### src/rtl/mining_pkg.sv
// Shared constants and FSM encoding for the message loader and its slot counter.
// Defining LOADER_PAD_EN adds the ST_PAD state used for SHA-256 padding.
package mining_pkg;

  localparam logic [2:0]  FSM_LOAD       = 3'h1;
  localparam logic [8:0]  SLOT_MSB_FIRST = 9'd511;
  localparam logic [8:0]  SLOT_STEP      = 9'd32;
  localparam logic [3:0]  SLOT_LAST      = 4'd15;
  localparam logic [3:0]  SLOT_LEN_HI    = 4'd14;
  localparam logic [31:0] PAD_MARKER     = 32'h8000_0000;

  typedef enum logic [1:0] {
    ST_IDLE = 2'd0,
    ST_LOAD = 2'd1,
    ST_DONE = 2'd2
`ifdef LOADER_PAD_EN
    ,
    ST_PAD  = 2'd3
`endif
  } loader_state_e;

  // Out-of-range lengths are clamped rather than rejected.
  function automatic logic [15:0] clamp_len(input logic [15:0] len, input int max_words);
    if (len == 16'd0) return 16'd1;
    if (int'(len) > max_words) return 16'(max_words);
    return len;
  endfunction

endpackage

### src/rtl/message_loader_slot_counter.sv
// Slot position tracker: slot index 0..15 inside a 512-bit block, the MSB bit
// position of that slot, and the block address that advances on wrap.
module slot_counter
  import mining_pkg::*;
#(
  parameter int ADDR_W = 16
) (
  input  logic              clock,
  input  logic              reset,
  input  logic              clear,
  input  logic              advance,
`ifdef LOADER_PAD_EN
  output logic              at_len_slot,
`endif
  output logic [8:0]        width,
  output logic [ADDR_W-1:0] addr
);

  logic [3:0] slot;

  always_ff @(posedge clock or posedge reset) begin
    if (reset) begin
      slot  <= '0;
      width <= SLOT_MSB_FIRST;
      addr  <= '0;
    end else if (clear) begin
      slot  <= '0;
      width <= SLOT_MSB_FIRST;
      addr  <= '0;
    end else if (advance) begin
      if (slot == SLOT_LAST) begin
        slot  <= '0;
        width <= SLOT_MSB_FIRST;
        addr  <= addr + ADDR_W'(1);
      end else begin
        slot  <= slot + 4'd1;
        width <= width - SLOT_STEP;
      end
    end
  end

`ifdef LOADER_PAD_EN
  assign at_len_slot = (slot == SLOT_LEN_HI);
`endif

endmodule

### src/rtl/message_loader.sv
// Streams message words into 512-bit block slots for the mining core.
// With LOADER_PAD_EN defined, SHA-256 padding and the bit length are appended.
//
// Handshake: a word transfers on a rising edge where in_valid and in_ready are
// both high; in_ready is combinational from state and fsm_state, and in_data
// must be held while in_valid is high and in_ready is low.
module message_loader
  import mining_pkg::*;
#(
  parameter int ADDR_W    = 16,
  parameter int MAX_WORDS = 1024
) (
  input  logic              clock,
  input  logic              reset,
  input  logic              start,
  input  logic [15:0]       msg_len,
  input  logic [2:0]        fsm_state,
  input  logic              in_valid,
  input  logic [31:0]       in_data,
  output logic              in_ready,
  output logic [31:0]       message,
  output logic              msg_we,
  output logic [ADDR_W-1:0] indirizzo,
  output logic [8:0]        indirizzo_width,
  output logic              stopw,
  output logic [ADDR_W-1:0] block_count,
  output logic [1:0]        dbg_state
);

  loader_state_e     state, state_next;
  logic [15:0]       len_q, count_q;
  logic              final_q;
  logic              take_start, accept, write, final_write;
  logic [31:0]       word_out;
  logic [8:0]        slot_width;
  logic [ADDR_W-1:0] slot_addr;
`ifdef LOADER_PAD_EN
  logic              at_len_slot, pad_first, hi_done;
  logic [63:0]       bit_len;

  assign bit_len = {43'd0, len_q, 5'd0};
`endif

  assign dbg_state = state;

  slot_counter #(.ADDR_W(ADDR_W)) u_slot (
    .clock      (clock),
    .reset      (reset),
    .clear      (take_start),
    .advance    (write),
`ifdef LOADER_PAD_EN
    .at_len_slot(at_len_slot),
`endif
    .width      (slot_width),
    .addr       (slot_addr)
  );

  always_ff @(posedge clock or posedge reset) begin
    if (reset) state <= ST_IDLE;
    else       state <= state_next;
  end

  always_comb begin
    state_next  = state;
    in_ready    = 1'b0;
    accept      = 1'b0;
    write       = 1'b0;
    final_write = 1'b0;
    take_start  = 1'b0;
    word_out    = in_data;
    case (state)
      ST_IDLE, ST_DONE: begin
        if (start) begin
          take_start = 1'b1;
          state_next = ST_LOAD;
        end
      end
      ST_LOAD: begin
        in_ready = (fsm_state == FSM_LOAD);
        accept   = in_ready && in_valid;
        write    = accept;
        if (accept && (count_q == len_q - 16'd1)) begin
`ifdef LOADER_PAD_EN
          state_next = ST_PAD;
`else
          final_write = 1'b1;
          state_next  = ST_DONE;
`endif
        end
      end
`ifdef LOADER_PAD_EN
      ST_PAD: begin
        if (fsm_state == FSM_LOAD) begin
          write = 1'b1;
          if (pad_first) begin
            word_out = PAD_MARKER;
          end else if (at_len_slot) begin
            word_out = bit_len[63:32];
          end else if (hi_done) begin
            word_out    = bit_len[31:0];
            final_write = 1'b1;
            state_next  = ST_DONE;
          end else begin
            word_out = 32'd0;
          end
        end
      end
`endif
      default: state_next = ST_IDLE;
    endcase
  end

  always_ff @(posedge clock or posedge reset) begin
    if (reset) begin
      message         <= '0;
      msg_we          <= 1'b0;
      indirizzo       <= '0;
      indirizzo_width <= SLOT_MSB_FIRST;
      stopw           <= 1'b0;
      block_count     <= '0;
      len_q           <= 16'd1;
      count_q         <= '0;
      final_q         <= 1'b0;
    end else begin
      msg_we  <= write;
      final_q <= final_write;
      if (write) begin
        message         <= word_out;
        indirizzo       <= slot_addr;
        indirizzo_width <= slot_width;
      end
      if (final_write) block_count <= slot_addr + ADDR_W'(1);
      if (take_start) begin
        len_q   <= clamp_len(msg_len, MAX_WORDS);
        count_q <= '0;
      end else if (accept) begin
        count_q <= count_q + 16'd1;
      end
      // stopw rises one cycle after the final strobe; a new start wins.
      if (take_start)   stopw <= 1'b0;
      else if (final_q) stopw <= 1'b1;
    end
  end

`ifdef LOADER_PAD_EN
  always_ff @(posedge clock or posedge reset) begin
    if (reset) begin
      pad_first <= 1'b1;
      hi_done   <= 1'b0;
    end else if (take_start) begin
      pad_first <= 1'b1;
      hi_done   <= 1'b0;
    end else if (state == ST_PAD && write) begin
      pad_first <= 1'b0;
      if (!pad_first && at_len_slot) hi_done <= 1'b1;
    end
  end
`endif

endmodule

### config.mk
export PLATFORM = sky130hd
export DESIGN_NAME = message_loader
export DESIGN_NICKNAME = d
export VERILOG_FILES = /design/src/rtl/mining_pkg.sv /design/src/rtl/message_loader_slot_counter.sv /design/src/rtl/message_loader.sv
export SDC_FILE = /design/constraint.sdc
export NUM_CORES = 1
export LEC_CHECK = 0
export CORE_ASPECT_RATIO = 2
export CORE_MARGIN = 5
export CORE_UTILIZATION = 47
export CTS_CLUSTER_SIZE = 24
export DETAILED_ROUTE_END_ITERATION = 6
export PLACE_DENSITY = 0.75
export SLEW_MARGIN = 20
export SYNTH_ARGS = -nofsm -noshare
export SYNTH_HDL_FRONTEND = slang
export SYNTH_HIERARCHICAL = 1
export SYNTH_SLANG_ARGS = --single-unit
### constraint.sdc
create_clock -name clock -period 3.25 [get_ports clock]
set_input_delay 0.65 -clock clock [delete_from_list [all_inputs] [get_ports clock]]
set_output_delay 0.65 -clock clock [all_outputs]
set_load 0.005 [all_outputs]
==> impl_metrics.py <==
metrics = {
    "route": {
        "wl_per_cell_um": 17.3,
        "routed_via_density": 5.18,
        "totalWireLength_um": 17300,
        "first_pass_iters": 4,
        "vias": 5180,
        "ant_nets": 0,
        "drc_errors": 0,
        "drt_iter0_drc": 198,
    },
    "timing": {
        "rsz0062_at_grt": "no",
        "clock_skew_ns": 0.0113,
        "hold_ws_ns": 0.454,
        "slew_violations": 0,
        "fin_crit_ns": 3.05,
        "fin_crit_sh": 0.940,
        "setup_tns_ns": 0,
        "fmax_ghz": 0.327,
        "hold_viol_final": 0,
        "setup_viol": 0,
        "relSlewSlack": 0.348,
        "tightest_slew_ns": 0.977,
    },
    "worst_setup_path": {
        "critPathMaxFanout": 18,
        "worstPathRequired_ns": 3.54,
        "critPathBufInv": 1,
        "critPathTopFamily": "simple AND/OR/NAND/NOR gates",
        "path_class": "flop to flop",
        "cp_slowest_cell": "or4_2",
        "start_kind": "flop",
        "cp.arrival_ns": 3.35,
        "max_stage_delay_ns": 0.68,
        "crit_chain": "or3_4, or4_2, mux2_2, mux2i_1, o22ai_1, nand4bb_1, buf_12, mux2_4",
        "end_kind": "flop",
    },
    "cells_and_area": {
        "final_cell_area_um2": 8590,
        "synthToLayoutAreaGrowth_pct": 31.3,
        "final_layout_size_suffix_gt1_frac": 0.123,
        "nets": 859,
        "final_common_cell": "nand2_1",
        "mostFrequentLayoutCells": "nand2_1 (199), clkdlybuf4s50_1 (132), dfrtp_1 (120)",
        "diodes": 0,
    },
    "yosys": {
        "synth-seq-cells": 135,
        "ys_seq_area_frac": 0.519,
        "ys.flop_type": "dfrtp_1",
        "postSynthAreaPerCell_um2": 9.81,
        "syn_area_um2": 6550,
        "async_flop_share": 1.00,
        "post-synth-top-area-cell": "dfrtp_1",
        "synth_fp_nets": 728,
        "synth-edff-count": 0,
        "synth_top_area_share": 0.459,
        "synth_cell_types": 62,
        "yosysWarningCount": 6,
        "synth_area_leaders": "dfrtp_1 (46%), nand2_1 (11%), dfstp_2 (6.0%)",
        "synthCells": 667,
    },
    "placed_design": {
        "dpl_cell_area_um2": 8060,
        "place_congestion": 0.930,
        "hpwlAfterDp_um": 13000,
        "port-buffer-count": 132,
    },
    "global_routing": {
        "first_global_vias": 5475,
        "grt-ovfl-total": 0,
        "grt_max_degree": 73,
        "track_usage": 0.217,
        "antenna_found_initial": 0,
        "grt_pass1_wl_um": 27700,
    },
    "pwr": {
        "ir_worst_vdd_mv": 0.426,
        "p_leak_nw": 4.10,
        "p_sw_frac": 0.282,
        "power_frac_seq": 0.437,
        "clkPwrFrac": 0.347,
        "power.switching_mw": 1.38,
        "powerDensity_nw_per_um2": 572,
        "internal_power_mw": 3.53,
        "combPwrFrac": 0.216,
    },
    "clocking": {
        "clock_path_buffers": 2,
        "cts_max_level": 4,
        "clk-insertion-delay-late_ns": 0.41,
        "cts-root-buf": "clkbuf_16",
        "cts_tree": "done",
        "cts.sinks": 135,
        "numCtsBuffers": 17,
        "path_clk_slew_ns": 0.06,
        "post-cts-setup-buffer-count": 0,
    },
    "outcome": {
        "status": "finished clean",
    },
    "floorplanning": {
        "coreArea_um2": 13800,
        "die_area_um2": 16500,
        "die_height_um": 177,
        "start_util": 0.474,
        "rows": 61,
        "die_w_um": 93.4,
        "io_pins": 133,
    },
    "flow_run": {
        "drv_cap": 0,
    },
    "worst_hold_path": {
        "hold_path.class": "flop to flop",
    },
}
==> synth_stat cells, types with 5 or more instances <==
master    count
buf_4         5
nor2_1       54
nand2b_1      6
mux2_4        7
inv_1        14
nand3_1      22
nor4_1        6
xnor2_1      34
and3_1        6
nand2_1     199
a21oi_1       6
nor3_1        5
dfstp_2      15
mux2_2       11
ha_1          6
mux2i_1       5
a22o_1        7
clkbuf_1     21
o21ai_0      10
dfrtp_1     120
nand4_1       9
and2_1        5
xor2_1       30
==> power groups by stage <==
stage                     registers, mW  logic, mW  clock network [mW]
final                              2.15       1.06                1.70
after global routing               2.18       1.18                1.82
after CTS                          2.15       1.07                1.74
after detailed placement           2.17       1.06                   0
after global placement             2.16       1.04                   0
after floorplan                    2.15      0.576                   0
==> repair_timing <==
action	in CTS	in global routing
hold buffers	0	0
setup endpoints to repair	0	8
endpoints found under the hold margin	0	0
gates resized for setup	0	1
==> metrics by stage <==
step / utilization / worst slack [ns] / std cells / power, mW
after floorplan: - / 0.425 / 667 / 2.72
after global placement: 0.583 / 0.260 / 968 / 3.20
after detailed placement: 0.583 / 0.167 / 968 / 3.24
after CTS: 0.621 / 0.157 / 1000 / 4.96
after global routing: 0.622 / 0.0650 / 1000 / 5.18
final: 0.622 / 0.196 / 1000 / 4.91
==> metal layers <==
layer,track usage,wire (um),share of wire,vias up
li1,-,-,-,2465
met1,0.222,6170,0.36,2558
met2,0.412,9910,0.57,113
met3,0.0404,514,0.030,44
met4,0.105,711,0.041,0
met5,0,0,0,-
==> logic make-up (layout without fill, tap and decap cells) <==
group                    after synthesis  count (layout)  share of synthesized area
adder cells (fa/ha/maj)                6               6                     0.0115
buffers and inverters                 48             192                     0.0363
AO/OA/AOI/OAI                         39              39                     0.0453
flip-flops                           135             135                      0.519
XOR/XNOR                              64              64                     0.0856
AND/OR/NAND/NOR                      352             352                      0.260
multiplexers                          23              23                     0.0426
==> path summary, 6_finish.rpt <==
kind	startpoint	to	slack, ns	depth (start not counted)
max in group asynchronous	reset	message[18]	1.74	3
min reg2reg	indirizzo_width[4]	indirizzo_width[4]	0.45	2
min	indirizzo_width[4]	indirizzo_width[4]	0.45	2
max	len_q[2]	block_count[7]	0.20	8
max reg2reg	len_q[2]	block_count[7]	0.20	8
min in group asynchronous	reset	message[27]	0.81	2
==> cell type report <==
| class | instances | area [um2] |
|---|---|---|
| fill | 1155 | 5220 |
| multi-input combinational | 484 | 2920 |
| inverter | 15 | 60.1 |
| clock inverter | 8 | 52.6 |
| clock buffer | 24 | 472 |
| sequential | 135 | 3400 |
| timing repair buffer | 145 | 1460 |
| tap | 189 | 236 |
==> worst min-delay path, delay by kind of cell (launching register included) <==
kind / cells / cell delay [ns]
and+or+nand+nor: 2 / 0.09
DFF: 1 / 0.36
==> state kept, by name, summed over array words and instances (netlist names) <==
name	cells
stopw	1
count_q	16
len_q	16
msg_we	1
message	32
block_count	16
dbg_state	2
u_slot/slot	4
u_slot/addr	16
indirizzo	16
u_slot/width	5
final_q	1
indirizzo_width	9
No activity file was read; power rests on OpenSTA's default activity.
